$ cat config.mk
export PLATFORM = sky130hd
export DESIGN_NAME = riscv_multicycle_ctrl
export DESIGN_NICKNAME = d
export VERILOG_FILES = /design/src/rtl/riscv_ctrl_pkg.sv /design/src/rtl/riscv_main_decoder.sv /design/src/rtl/riscv_multicycle_ctrl.sv
export SDC_FILE = /design/constraint.sdc
export NUM_CORES = 1
export LEC_CHECK = 0
export BUFFER_PORTS_ARGS = -buffer_cell sky130_fd_sc_hd__buf_2
export CAP_MARGIN = 20
export CORE_AREA = 5 5 82 84
export DETAILED_ROUTE_END_ITERATION = 10
export DIE_AREA = 0 0 87 89
export PLACE_DENSITY = 0.63
export SYNTH_ARGS = -nofsm -noshare
export SYNTH_HDL_FRONTEND = slang
export SYNTH_SLANG_ARGS = --single-unit
$ cat constraint.sdc
create_clock -name i_clk -period 2.4 [get_ports i_clk]
set_input_delay 0.24 -clock i_clk [delete_from_list [all_inputs] [get_ports i_clk]]
set_output_delay 0.24 -clock i_clk [all_outputs]
set_load 0.01 [all_outputs]
$ cat src/rtl/riscv_ctrl_pkg.sv
// Shared encodings for the multicycle RISC-V control sequencer.
package riscv_ctrl_pkg;
   localparam logic [6:0] OP_R   = 7'b0110011;
   localparam logic [6:0] OP_I   = 7'b0010011;
   localparam logic [6:0] OP_LW  = 7'b0000011;
   localparam logic [6:0] OP_SW  = 7'b0100011;
   localparam logic [6:0] OP_BEQ = 7'b1100011;

   typedef enum logic [1:0] {ALU_ADD = 2'b00, ALU_SUB = 2'b01, ALU_AND = 2'b10, ALU_OR = 2'b11} alu_ctl_e;
   typedef enum logic [1:0] {IMM_I = 2'b00, IMM_S = 2'b01, IMM_B = 2'b10} imm_src_e;
   typedef enum logic [2:0] {CLS_ILL, CLS_ALU, CLS_LW, CLS_SW, CLS_BEQ} instr_cls_e;
   typedef enum logic [2:0] {S_FETCH, S_DECODE, S_EXEC, S_MEMRD, S_MEMWR, S_WB} state_e;

   typedef struct packed {
      instr_cls_e cls;
      alu_ctl_e   alu_ctl;
      logic       alu_src;
      imm_src_e   imm_src;
      logic       result_src;
      logic       illegal;
   } dec_t;
endpackage

$ cat src/rtl/riscv_main_decoder.sv
// Combinational classification of the latched instruction into static controls.
module riscv_main_decoder
   import riscv_ctrl_pkg::*;
(
   input  logic [6:0] i_opcode,
   input  logic [2:0] i_funct3,
   input  logic [6:0] i_funct7,
   output dec_t       o_dec
);
   always_comb begin
      // Unsupported encodings leave every static control at zero.
      o_dec = '0;
      case (i_opcode)
         OP_R: begin
            case ({i_funct7, i_funct3})
               10'b0000000_000: begin o_dec.cls = CLS_ALU; o_dec.alu_ctl = ALU_ADD; end
               10'b0100000_000: begin o_dec.cls = CLS_ALU; o_dec.alu_ctl = ALU_SUB; end
               10'b0000000_110: begin o_dec.cls = CLS_ALU; o_dec.alu_ctl = ALU_OR;  end
               10'b0000000_111: begin o_dec.cls = CLS_ALU; o_dec.alu_ctl = ALU_AND; end
               default: ;
            endcase
         end
         OP_I: begin
            case (i_funct3)
               3'b000: begin o_dec.cls = CLS_ALU; o_dec.alu_src = 1'b1; o_dec.alu_ctl = ALU_ADD; end
               3'b110: begin o_dec.cls = CLS_ALU; o_dec.alu_src = 1'b1; o_dec.alu_ctl = ALU_OR;  end
               3'b111: begin o_dec.cls = CLS_ALU; o_dec.alu_src = 1'b1; o_dec.alu_ctl = ALU_AND; end
               default: ;
            endcase
         end
         OP_LW: if (i_funct3 == 3'b010) begin
            o_dec.cls        = CLS_LW;
            o_dec.alu_src    = 1'b1;
            o_dec.imm_src    = IMM_I;
            o_dec.result_src = 1'b1;
         end
         OP_SW: if (i_funct3 == 3'b010) begin
            o_dec.cls     = CLS_SW;
            o_dec.alu_src = 1'b1;
            o_dec.imm_src = IMM_S;
         end
         OP_BEQ: if (i_funct3 == 3'b000) begin
            o_dec.cls     = CLS_BEQ;
            o_dec.alu_ctl = ALU_SUB;
            o_dec.imm_src = IMM_B;
         end
         default: ;
      endcase
      o_dec.illegal = (o_dec.cls == CLS_ILL);
   end
endmodule

$ cat src/rtl/riscv_multicycle_ctrl.sv
// Multicycle control FSM: latches one instruction, then sequences decode/exec/mem/wb strobes.
module riscv_multicycle_ctrl
   import riscv_ctrl_pkg::*;
(
   input  logic        i_clk,
   input  logic        i_rst_n,
   input  logic        i_instr_valid,
   input  logic [31:0] i_instr,
   input  logic        i_zero,
   output logic        o_instr_ready,
   output logic [31:0] o_ir,
   output logic        o_PCSrc,
   output logic        o_ResultSrc,
   output logic        o_MemWrite,
   output logic        o_ALUSrc,
   output logic        o_RegWrite,
   output logic [1:0]  o_ALUControl,
   output logic [1:0]  o_ImmSrc,
   output logic        o_pc_en,
   output logic        o_illegal
);
   state_e      r_state, w_state_nxt;
   logic [31:0] r_ir;
   dec_t        w_dec;

   riscv_main_decoder u_dec (
      .i_opcode (r_ir[6:0]),
      .i_funct3 (r_ir[14:12]),
      .i_funct7 (r_ir[31:25]),
      .o_dec    (w_dec)
   );

   always_ff @(posedge i_clk or negedge i_rst_n) begin
      if (!i_rst_n) begin
         r_state <= S_FETCH;
         r_ir    <= '0;
      end else begin
         r_state <= w_state_nxt;
         if (r_state == S_FETCH && i_instr_valid) r_ir <= i_instr;
      end
   end

   // Static controls follow the IR, which only changes on accept.
   assign o_ir         = r_ir;
   assign o_ALUSrc     = w_dec.alu_src;
   assign o_ALUControl = w_dec.alu_ctl;
   assign o_ImmSrc     = w_dec.imm_src;
   assign o_ResultSrc  = w_dec.result_src;

   always_comb begin
      w_state_nxt   = r_state;
      o_instr_ready = 1'b0;
      o_PCSrc       = 1'b0;
      o_MemWrite    = 1'b0;
      o_RegWrite    = 1'b0;
      o_pc_en       = 1'b0;
      o_illegal     = 1'b0;
      case (r_state)
         S_FETCH: begin
            o_instr_ready = 1'b1;
            if (i_instr_valid) w_state_nxt = S_DECODE;
         end
         S_DECODE: begin
            if (w_dec.illegal) begin
               o_illegal   = 1'b1;
               o_pc_en     = 1'b1;
               w_state_nxt = S_FETCH;
            end else begin
               w_state_nxt = S_EXEC;
            end
         end
         S_EXEC: begin
            case (w_dec.cls)
               CLS_ALU: w_state_nxt = S_WB;
               CLS_LW:  w_state_nxt = S_MEMRD;
               CLS_SW:  w_state_nxt = S_MEMWR;
               CLS_BEQ: begin
                  o_PCSrc     = i_zero;
                  o_pc_en     = 1'b1;
                  w_state_nxt = S_FETCH;
               end
               default: w_state_nxt = S_FETCH;
            endcase
         end
         S_MEMRD: w_state_nxt = S_WB;
         S_MEMWR: begin
            o_MemWrite  = 1'b1;
            o_pc_en     = 1'b1;
            w_state_nxt = S_FETCH;
         end
         S_WB: begin
            o_RegWrite  = 1'b1;
            o_pc_en     = 1'b1;
            w_state_nxt = S_FETCH;
         end
         default: w_state_nxt = S_FETCH;
      endcase
   end
endmodule

# After elaboration in Yosys (flattened, before gate mapping)
# Cells that the tools add are included.
[word_totals] regBits=35 in_bits=36
[classes] eq_ne=21 mux=26 reduce_logical=6
[ops] cell="$pmux 3 s4" n=2
[ops] cell="$eq 10x3->1 const B" n=2
[ops] cell="$eq 3x2->1 const B" n=5
[ops] cell="$eq 3x3->1 const B" n=5
[ops] cell="$pmux 3 s5" n=1
[ops] cell="$eq 7x6->1 const B" n=2
[ops] cell="$pmux 2 s3" n=2
[ops] cell="$pmux 4 s3" n=1
[ops] cell="$eq 10x9->1 const B" n=1
[ops] cell="$logic_not 10->1" n=1
[ops] cell="$logic_not 3->1" n=3
[ops] cell="$mux 1" n=9
[ops] cell="$pmux 3 s3" n=1
[ops] cell="$mux 2" n=4
[ops] cell="$eq 7x2->1 const B" n=1
[ops] cell="$eq 7x5->1 const B" n=1
[ops] cell="$eq 7x7->1 const B" n=1
[ops] cell="$eq 3x1->1 const B" n=2
[ops] cell="$mux 3" n=2
[ops] cell="$pmux 1 s3" n=2
[ops] cell="$mux 5" n=1
[ops] cell="$mux 4" n=1
[ops] cell="$ne 2x2->1 const B" n=1
[ops] cell="$reduce_or 2->1" n=1
[ops] cell="$logic_and 1x1->1" n=1

# Depth between registers and ports, before layout
# Gate-level depths: netlist (run 1).
[depth] depth_word=6 depth_mapped=6 mapped_depth_nobuf=4

# Hierarchy
# Synthesis (run 1) repeated with hierarchy kept, for this count alone.
[hier_totals] hier_cells=121 hier_area_um2=1794.2
[modules_own_cells] module="riscv_multicycle_ctrl" area_each_um2=1556.5 cells_each=91 instances=1 seq_area_each_um2=875.8
[modules_own_cells] module="riscv_main_decoder" area_each_um2=237.7 cells_each=30 instances=1 seq_area_each_um2=0.0

# Worst setup path after synthesis (run 1)
# Ideal clock, no wire load.
[synth_path] path_kind="register -> output" startpoint="register r_ir[25], in the netlist o_ir[25]" endpoint="output o_pc_en" setup_slack_ns=0.501 arrival_time_ns=1.659 path_stages_with_launch=5 t_required_ns=2.160 cell_sequence="dfrtp_1 -> or4_4 -> nor4b_4 -> o2111ai_2 -> a31o_1"
[synth_between] elab_chain_cells=6 word_cells_on_any_way=11 cone_classes="4 x eq/ne; 5 x mux; 2 x reduce/logical"
[synth_lines] item="from (decl)" line_no="riscv_multicycle_ctrl.sv:23" text="logic [31:0] r_ir;"
[synth_lines] item="from (signal assigned)" line_no="riscv_multicycle_ctrl.sv:39" text="if (r_state == S_FETCH && i_instr_valid) r_ir <= i_instr;"
[synth_lines] item="$eq 10x3->1 (tied with other cells)" line_no="riscv_main_decoder.sv:15" text="case ({i_funct7, i_funct3})"
[synth_lines] item="$pmux 3 s4 (*)" line_no="riscv_main_decoder.sv:15"
[synth_lines] item="$pmux 3 s5 (*)" line_no="riscv_main_decoder.sv:13" text="case (i_opcode)"
[synth_lines] item="$eq 3x3->1 / $logic_not 3->1 (equally long branches)" line_no="riscv_multicycle_ctrl.sv:73, riscv_main_decoder.sv:49"
[synth_lines] item="$mux 1, on equally long branches" line_no="riscv_multicycle_ctrl.sv:73, riscv_multicycle_ctrl.sv:64"
[synth_lines] item="$pmux 1 s3 (*)" line_no="riscv_multicycle_ctrl.sv:58" text="case (r_state)"
[synth_lines] item="to (decl)" line_no="riscv_multicycle_ctrl.sv:19" text="output logic o_pc_en,"
# Mark *: on every way between the ends. The rest lies on a longest branch, timed or not.

# Final worst setup path (run 1)
# Same ends and word-level chain as after synthesis.

==> results of run 1 <==
-- timing repair --
action                                  in CTS  in global routing
resized for setup                            0                  1
hold buffers                                 0                  0
setup buffers                                0                  2
endpoints found under the setup margin       0                  3
-- worst max path at each step --
stage                     cells past startpoint   endpoint  slack (ns)
after floorplan                               4    o_pc_en        0.50
after global placement                        5    o_pc_en        0.38
after detailed placement                      5    o_pc_en        0.35
after CTS                                     5    o_pc_en        0.02
after global routing                          5  o_illegal       -0.07
final                                         5    o_pc_en        0.03
-- cell usage in the layout, fill, tap and decap left out, types with 2 or more instances in the layout --
master,count
a21oi_1,2
nor3_1,7
nand2_1,3
o211ai_1,2
dfrtp_1,35
o31ai_1,2
inv_1,6
mux2_1,32
and2_1,2
nand3_1,2
nor2_1,4
nor4_1,3
or3b_1,2
a31oi_1,2
clkbuf_8,5
buf_4,2
buf_2,79
and3_1,4
-- through the flow --
| step | worst slack (ns) | setup TNS, ns | hold slack [ns] | std cells | utilization, % |
|---|---|---|---|---|---|
| 2_1_floorplan | 0.501 | 0 | -0.0556 | 138 | - |
| 3_3_place_gp | 0.376 | 0 | 0.385 | 286 | 37.3 |
| 3_5_place_dp | 0.349 | 0 | 0.378 | 286 | 37.3 |
| 4_1_cts | 0.0211 | 0 | 0.0642 | 293 | 39.1 |
| 5_1_grt | -0.0700 | -0.197 | 0.0946 | 295 | 39.5 |
| 6_report | 0.0324 | 0 | 0.0311 | 295 | 39.5 |
-- registers in the layout (all words and copies together), names as in the netlist --
signal / count
r_state: 3
o_ir: 32
-- power breakdown --
group | total (uW) | switching (uW) | internal [uW] | leakage [uW]
clock network | 510 | 207 | 303 | 0.0000502
logic | 352 | 173 | 178 | 0.000629
registers | 770 | 91.8 | 678 | 0.000414
-- final cells by class --
class,count,area (sq um)
fill,585,3540
sequential,35,876
multi-input combinational,90,783
timing repair buffer,82,430
tap,75,93.8
clock buffer,5,68.8
clock inverter,2,37.5
inverter,6,22.5
-- cells by family (layout without fill, tap and decap cells) --
kind of cell	after synthesis	after routing	share of synthesized area, %
flops	35	35	51.5
compound gates	16	16	7.35
mux	32	32	21.2
simple gates	42	42	16.8
buf+inv	13	95	3.24
-- routing by layer --
layer | track usage, % | part of all wire [%]
met5 | 0 | 0
met4 | 3.40 | 1.2
met3 | 3.96 | 8.5
met2 | 19.3 | 49
met1 | 14.1 | 41
==> results_dict.tcl, run 1 <==
set metrics [dict create \
    status "finished clean" \
    worstMarginPinSlew_ns 0.782 \
    cp.arrival_ns 2.13 \
    grt_pass1_wl_mm 6.87 \
    antenna_cells 0 \
    period_minus_slack_ns 2.37 \
    num_io_pins 80 \
    post-dp-hpwl_mm 3.28 \
    die_area_sq_um 7740 \
    synth_area_leaders "dfrtp_1 (51%), mux2_1 (21%), nor3_1 (2.1%)" \
    drcViolationCount 0 \
    synth_top_area_share_pct 51.5 \
    grt-ovfl-total 0 \
    h-tree-depth 2 \
    place_area_sq_um 2180 \
    viasPerCell 4.69 \
    grtUsageTotal_pct 11.5 \
    synth_seq_cells 35 \
    synth_most_common_cell "dfrtp_1" \
    yosys_warnings 0 \
    drive_gt1_share_pct 43.2 \
    ant_nets 0 \
    row_count 28 \
    syn-num-nets 174 \
    areaGrowthSynthToFinish_pct 35.9 \
    peakVddDrop_mv 0.426 \
    cts_tree "built" \
    rrSetupSlack_ns 0.38 \
    reg2regPathDepth 5 \
    die_h_um 89 \
    path_cells "or4_4, nor4b_4, o2111ai_4, a31o_1, buf_2" \
    synth_edf_count 0 \
    cts_sinks 35 \
    crit_type "flop to primary output" \
    finClkSkew_ns 0.00480 \
    cts.reportedPaths.clkPinSlew_ns 0.07 \
    final_area_sq_um 2310 \
    synth_cells 138 \
    yosysTopAreaCell "dfrtp_1" \
    required_ns 2.16 \
    root_buffer "clkbuf_8" \
    fin_total_pwr_uw 1630 \
    worstSetupEndpointType "primary output" \
    antenna_found_initial 0 \
    finalHoldViolCount 0 \
    p_leak_uw 0.00109 \
    critPathMaxStageDelay_ns 0.57 \
    post-route-period-util_pct 98.6 \
    reg2reg_from "o_ir[25]" \
    routed_wirelength_mm 4.31 \
    start_util_pct 29.1 \
    rsz0062_at_grt "yes" \
    fmax_mhz 422 \
    crit_family "simple AND/OR/NAND/NOR gates" \
    relSlewSlack_pct 47.9 \
    grt_pass1_vias 1359 \
    worst_skew_pair.late_latency_ns 0.28 \
    synthFlopType "dfrtp_1" \
    die_w_um 87 \
    path_max_fanout 5 \
    worstReg2RegEnd "r_state[2]" \
    power_density_nw_per_um2 706 \
    cts_buffers 5 \
    synthArstFlopShare_pct 100 \
    gp_congestion 0.849 \
    yosysSeqAreaShare_pct 51.5 \
    numPortBuffers 79 \
    firstDrtPassIters 4 \
    synth_common_cells "dfrtp_1 (35), mux2_1 (32), nor3_1 (7), inv_1 (6), buf_2 (5)" \
    vias 1383 \
    crit_path_start_kind "flop" \
    synth.avg_cell_area_sq_um 12.3 \
    ys_types 39 \
    grt_max_degree 36 \
    hold_path_class "input port to async pin" \
    synth_area_sq_um 1700 \
    crit_path_start "o_ir[25]" \
    finalSetupViolCount 0 \
    drt-initial-drc-count 29 \
    crit_path_top_delay_cell "or4_4" \
    final_nets 256 \
    core_sq_um 5850 \
    clock_path_buffers 2 \
    drv_cap 0 \
    maxSlewViolCount 0 \
    cp_num_buf_inv 1 \
    wl_per_cell_um 14.6 \
]
(Power assumes the default switching activity.)
==> run 2: changes to the inputs <==
Settings changed: CORE_AREA 5 5 82 84 to 5 5 84 86, DIE_AREA 0 0 87 89 to 0 0 89 91, REMOVE_ABC_BUFFERS set to 1, SYNTH_HIERARCHICAL set to 1.
==> run 2 against run 1 <==
The run now ends with negative setup slack left. Sequential power shrank 2%. Final cell count fell by 1.7%. Via count fell by 4.7%. Worst hold slack improved by 0.0026 ns. Routed wire length fell by 1.4%. Clock skew decreased by 0.0014 ns. Cell area increased by 6.2%. Sequential share of layout area fell by 2.2 points. Largest cell class is now multi-input gates. Highest routed layer unchanged.
==> results_dict.tcl, run 2 <==
set metrics [dict create \
    finalSetupViolCount 5 \
    cts_sinks 35 \
    synth_top_area_share_pct 48.8 \
    antenna_cells 0 \
    ys_types 38 \
    antenna_found_initial 0 \
    finalHoldViolCount 0 \
    wl_per_cell_um 14.7 \
    tns_ns -0.769 \
    die_w_um 89 \
    largest_reg_flops 32 \
    die_h_um 91 \
    worstSetupEndpointType "primary output" \
    synth_cells 121 \
    drcViolationCount 0 \
    power_density_nw_per_um2 668 \
    ant_nets 0 \
    cts_tree "built" \
    yosysSeqAreaShare_pct 48.8 \
    p_int_uw 1180 \
    clock_path_buffers 2 \
    crit_type "flop to primary output" \
    synth_area_leaders "dfrtp_1 (49%), mux2_4 (24%), buf_6 (2.5%)" \
    synth_most_common_cell "dfrtp_1" \
    stdcell_count 290 \
    numPortBuffers 79 \
    path_max_fanout 3 \
    peakVddDrop_mv 0.338 \
    synth_edf_count 0 \
    num_io_pins 80 \
    final_nets 248 \
    grt_pass1_wl_mm 7.03 \
    period_minus_slack_ns 2.68 \
    post-route-period-util_pct 112 \
    rrSetupSlack_ns 0.02 \
    cp.arrival_ns 2.44 \
    clkPwrFrac_pct 28.5 \
    maxSlewViolCount 0 \
    setup_ws_ns -0.279 \
    worstReg2RegEnd "r_state[1]" \
    reg2regPathDepth 6 \
    die_area_sq_um 8100 \
    finClkSkew_ns 0.00340 \
    areaGrowthSynthToFinish_pct 36.8 \
    synthArstFlopShare_pct 100 \
    root_buffer "clkbuf_8" \
    reg2reg_from "o_ir[25]" \
    synthFlopType "dfrtp_1" \
    mostFrequentLayoutCell "buf_2" \
    drt-initial-drc-count 28 \
    yosys_warnings 6 \
    h-tree-depth 2 \
    relSlewSlack_pct 48.2 \
    synth_area_sq_um 1790 \
    synth.avg_cell_area_sq_um 14.8 \
    gp_congestion 0.763 \
    status "finished with violations" \
    drv_cap 0 \
    cts_hold_buf 0 \
    p_sw_uw 459 \
    hold_path_class "input port to async pin" \
    worstMarginPinSlew_ns 0.777 \
    cts_buffers 5 \
    cts.reportedPaths.clkPinSlew_ns 0.07 \
    power_frac_comb_pct 25.6 \
    sequentialPowerShare_pct 46.0 \
    grt_pass1_vias 1417 \
    grtUsageTotal_pct 11.3 \
    layout_common_cells "buf_2 (77), dfrtp_1 (35), mux2_4 (29)" \
    rsz0062_at_grt "yes" \
    synth_seq_cells 35 \
    yosysTopAreaCell "dfrtp_1" \
    synth_common_cells "dfrtp_1 (35), mux2_4 (29), nor2b_1 (5), buf_6 (4)" \
    post-dp-hpwl_mm 3.34 \
    drive_gt1_share_pct 65.3 \
    grt-ovfl-total 0 \
    required_ns 2.16 \
    firstDrtPassIters 4 \
    worst_skew_pair.late_latency_ns 0.28 \
    crit_path_start_kind "flop" \
    p_leak_uw 0.00127 \
    fmax_mhz 373 \
    grt_max_degree 36 \
    core_sq_um 6200 \
    viasPerCell 4.54 \
    swShare_pct 28.0 \
    routed_wirelength_mm 4.25 \
    row_count 29 \
    violations "negative setup slack" \
    place_inst 280 \
    start_util_pct 28.9 \
    vias 1318 \
]
run 2: cell count changes after synthesis, moves of 3 or more:
cell     before  now
mux2_1       32    0
nor3_1        7    3
nor2b_1       1    5
buf_6         0    4
nand2_1       3    0
mux2_2        0    3
mux2_4        0   29
nor2_1        4    1
inv_1         6    1
buf_2         5    0
run 2: power by group through the flow:
stage	clock network, uW	logic (uW)	registers [uW]
2_1_floorplan	0	195	799
3_3_place_gp	0	419	763
3_5_place_dp	0	425	762
4_1_cts	491	424	755
5_1_grt	523	454	771
6_report	467	419	755
run 2: final cells by class:
| class | instances | area (sq um) |
|---|---|---|
| multi-input combinational | 79 | 881 |
| fill | 590 | 3750 |
| inverter | 1 | 3.75 |
| clock buffer | 7 | 96.3 |
| tap | 77 | 96.3 |
| clock inverter | 1 | 7.51 |
| timing repair buffer | 90 | 494 |
| sequential | 35 | 876 |
run 2: what timing repair did:
action,CTS,global route
setup buffers,3,0
setup endpoints to repair,5,7
gates resized for setup,2,4
pin swaps,2,3
run 2: critical path: stages (launching register included):
cell and delay [ns]:
dfrtp_1 0.38, or4_4 0.55, or4_4 0.45, a21oi_4 0.16, a21o_1 0.13, nor4b_1 0.07, a211o_1 0.27, buf_2 0.14
run 2: logic make-up (layout without fill, tap and decap cells):
| kind of cell | Yosys count | after routing | share of synthesized area [%] |
|---|---|---|---|
| multiplexers | 33 | 33 | 26.7 |
| AO/OA/AOI/OAI | 12 | 12 | 5.93 |
| AND/OR/NAND/NOR | 33 | 33 | 14.9 |
| XOR/XNOR | 1 | 1 | 0.488 |
| buffers and inverters | 7 | 99 | 3.21 |
| flip-flops | 35 | 35 | 48.8 |
run 2: worst max path at each step:
stage	startpoint	cells after the start	endpoint
after floorplan	r_state[0]	2	o_ir[13]
final	o_ir[25]	7	o_pc_en
after detailed placement	o_ir[25]	6	r_state[1]
after CTS	o_ir[25]	7	o_pc_en
after global routing	o_ir[25]	7	o_pc_en
after global placement	o_ir[25]	7	o_pc_en
run 2: metal layers:
layer  track usage (%)  share of wire (%)  vias up  routed length [um]
met1              14.9                 44      623                1860
met2              16.0                 46       58                1940
met3              5.07                9.2        4                 392
li1                  -                  -      633                   -
met5                 0                  0        -                   0
met4              4.47                1.4        0                  59
run 2: metrics by stage:
| stage | total power [uW] | util (%) | hold WS [ns] | instance area [sq um] | worst slack [ns] |
|---|---|---|---|---|---|
| 6_report | 1640 | 39.6 | 0.0337 | 2450 | -0.279 |
| 5_1_grt | 1750 | 39.6 | 0.0910 | 2450 | -0.352 |
| 4_1_cts | 1670 | 39.3 | 0.0519 | 2440 | -0.291 |
| 3_5_place_dp | 1190 | 37.1 | 0.366 | 2300 | -0.0179 |
| 3_3_place_gp | 1180 | 37.1 | 0.369 | 2300 | 0.0320 |
| 2_1_floorplan | 994 | - | -0.0556 | 1740 | -0.348 |
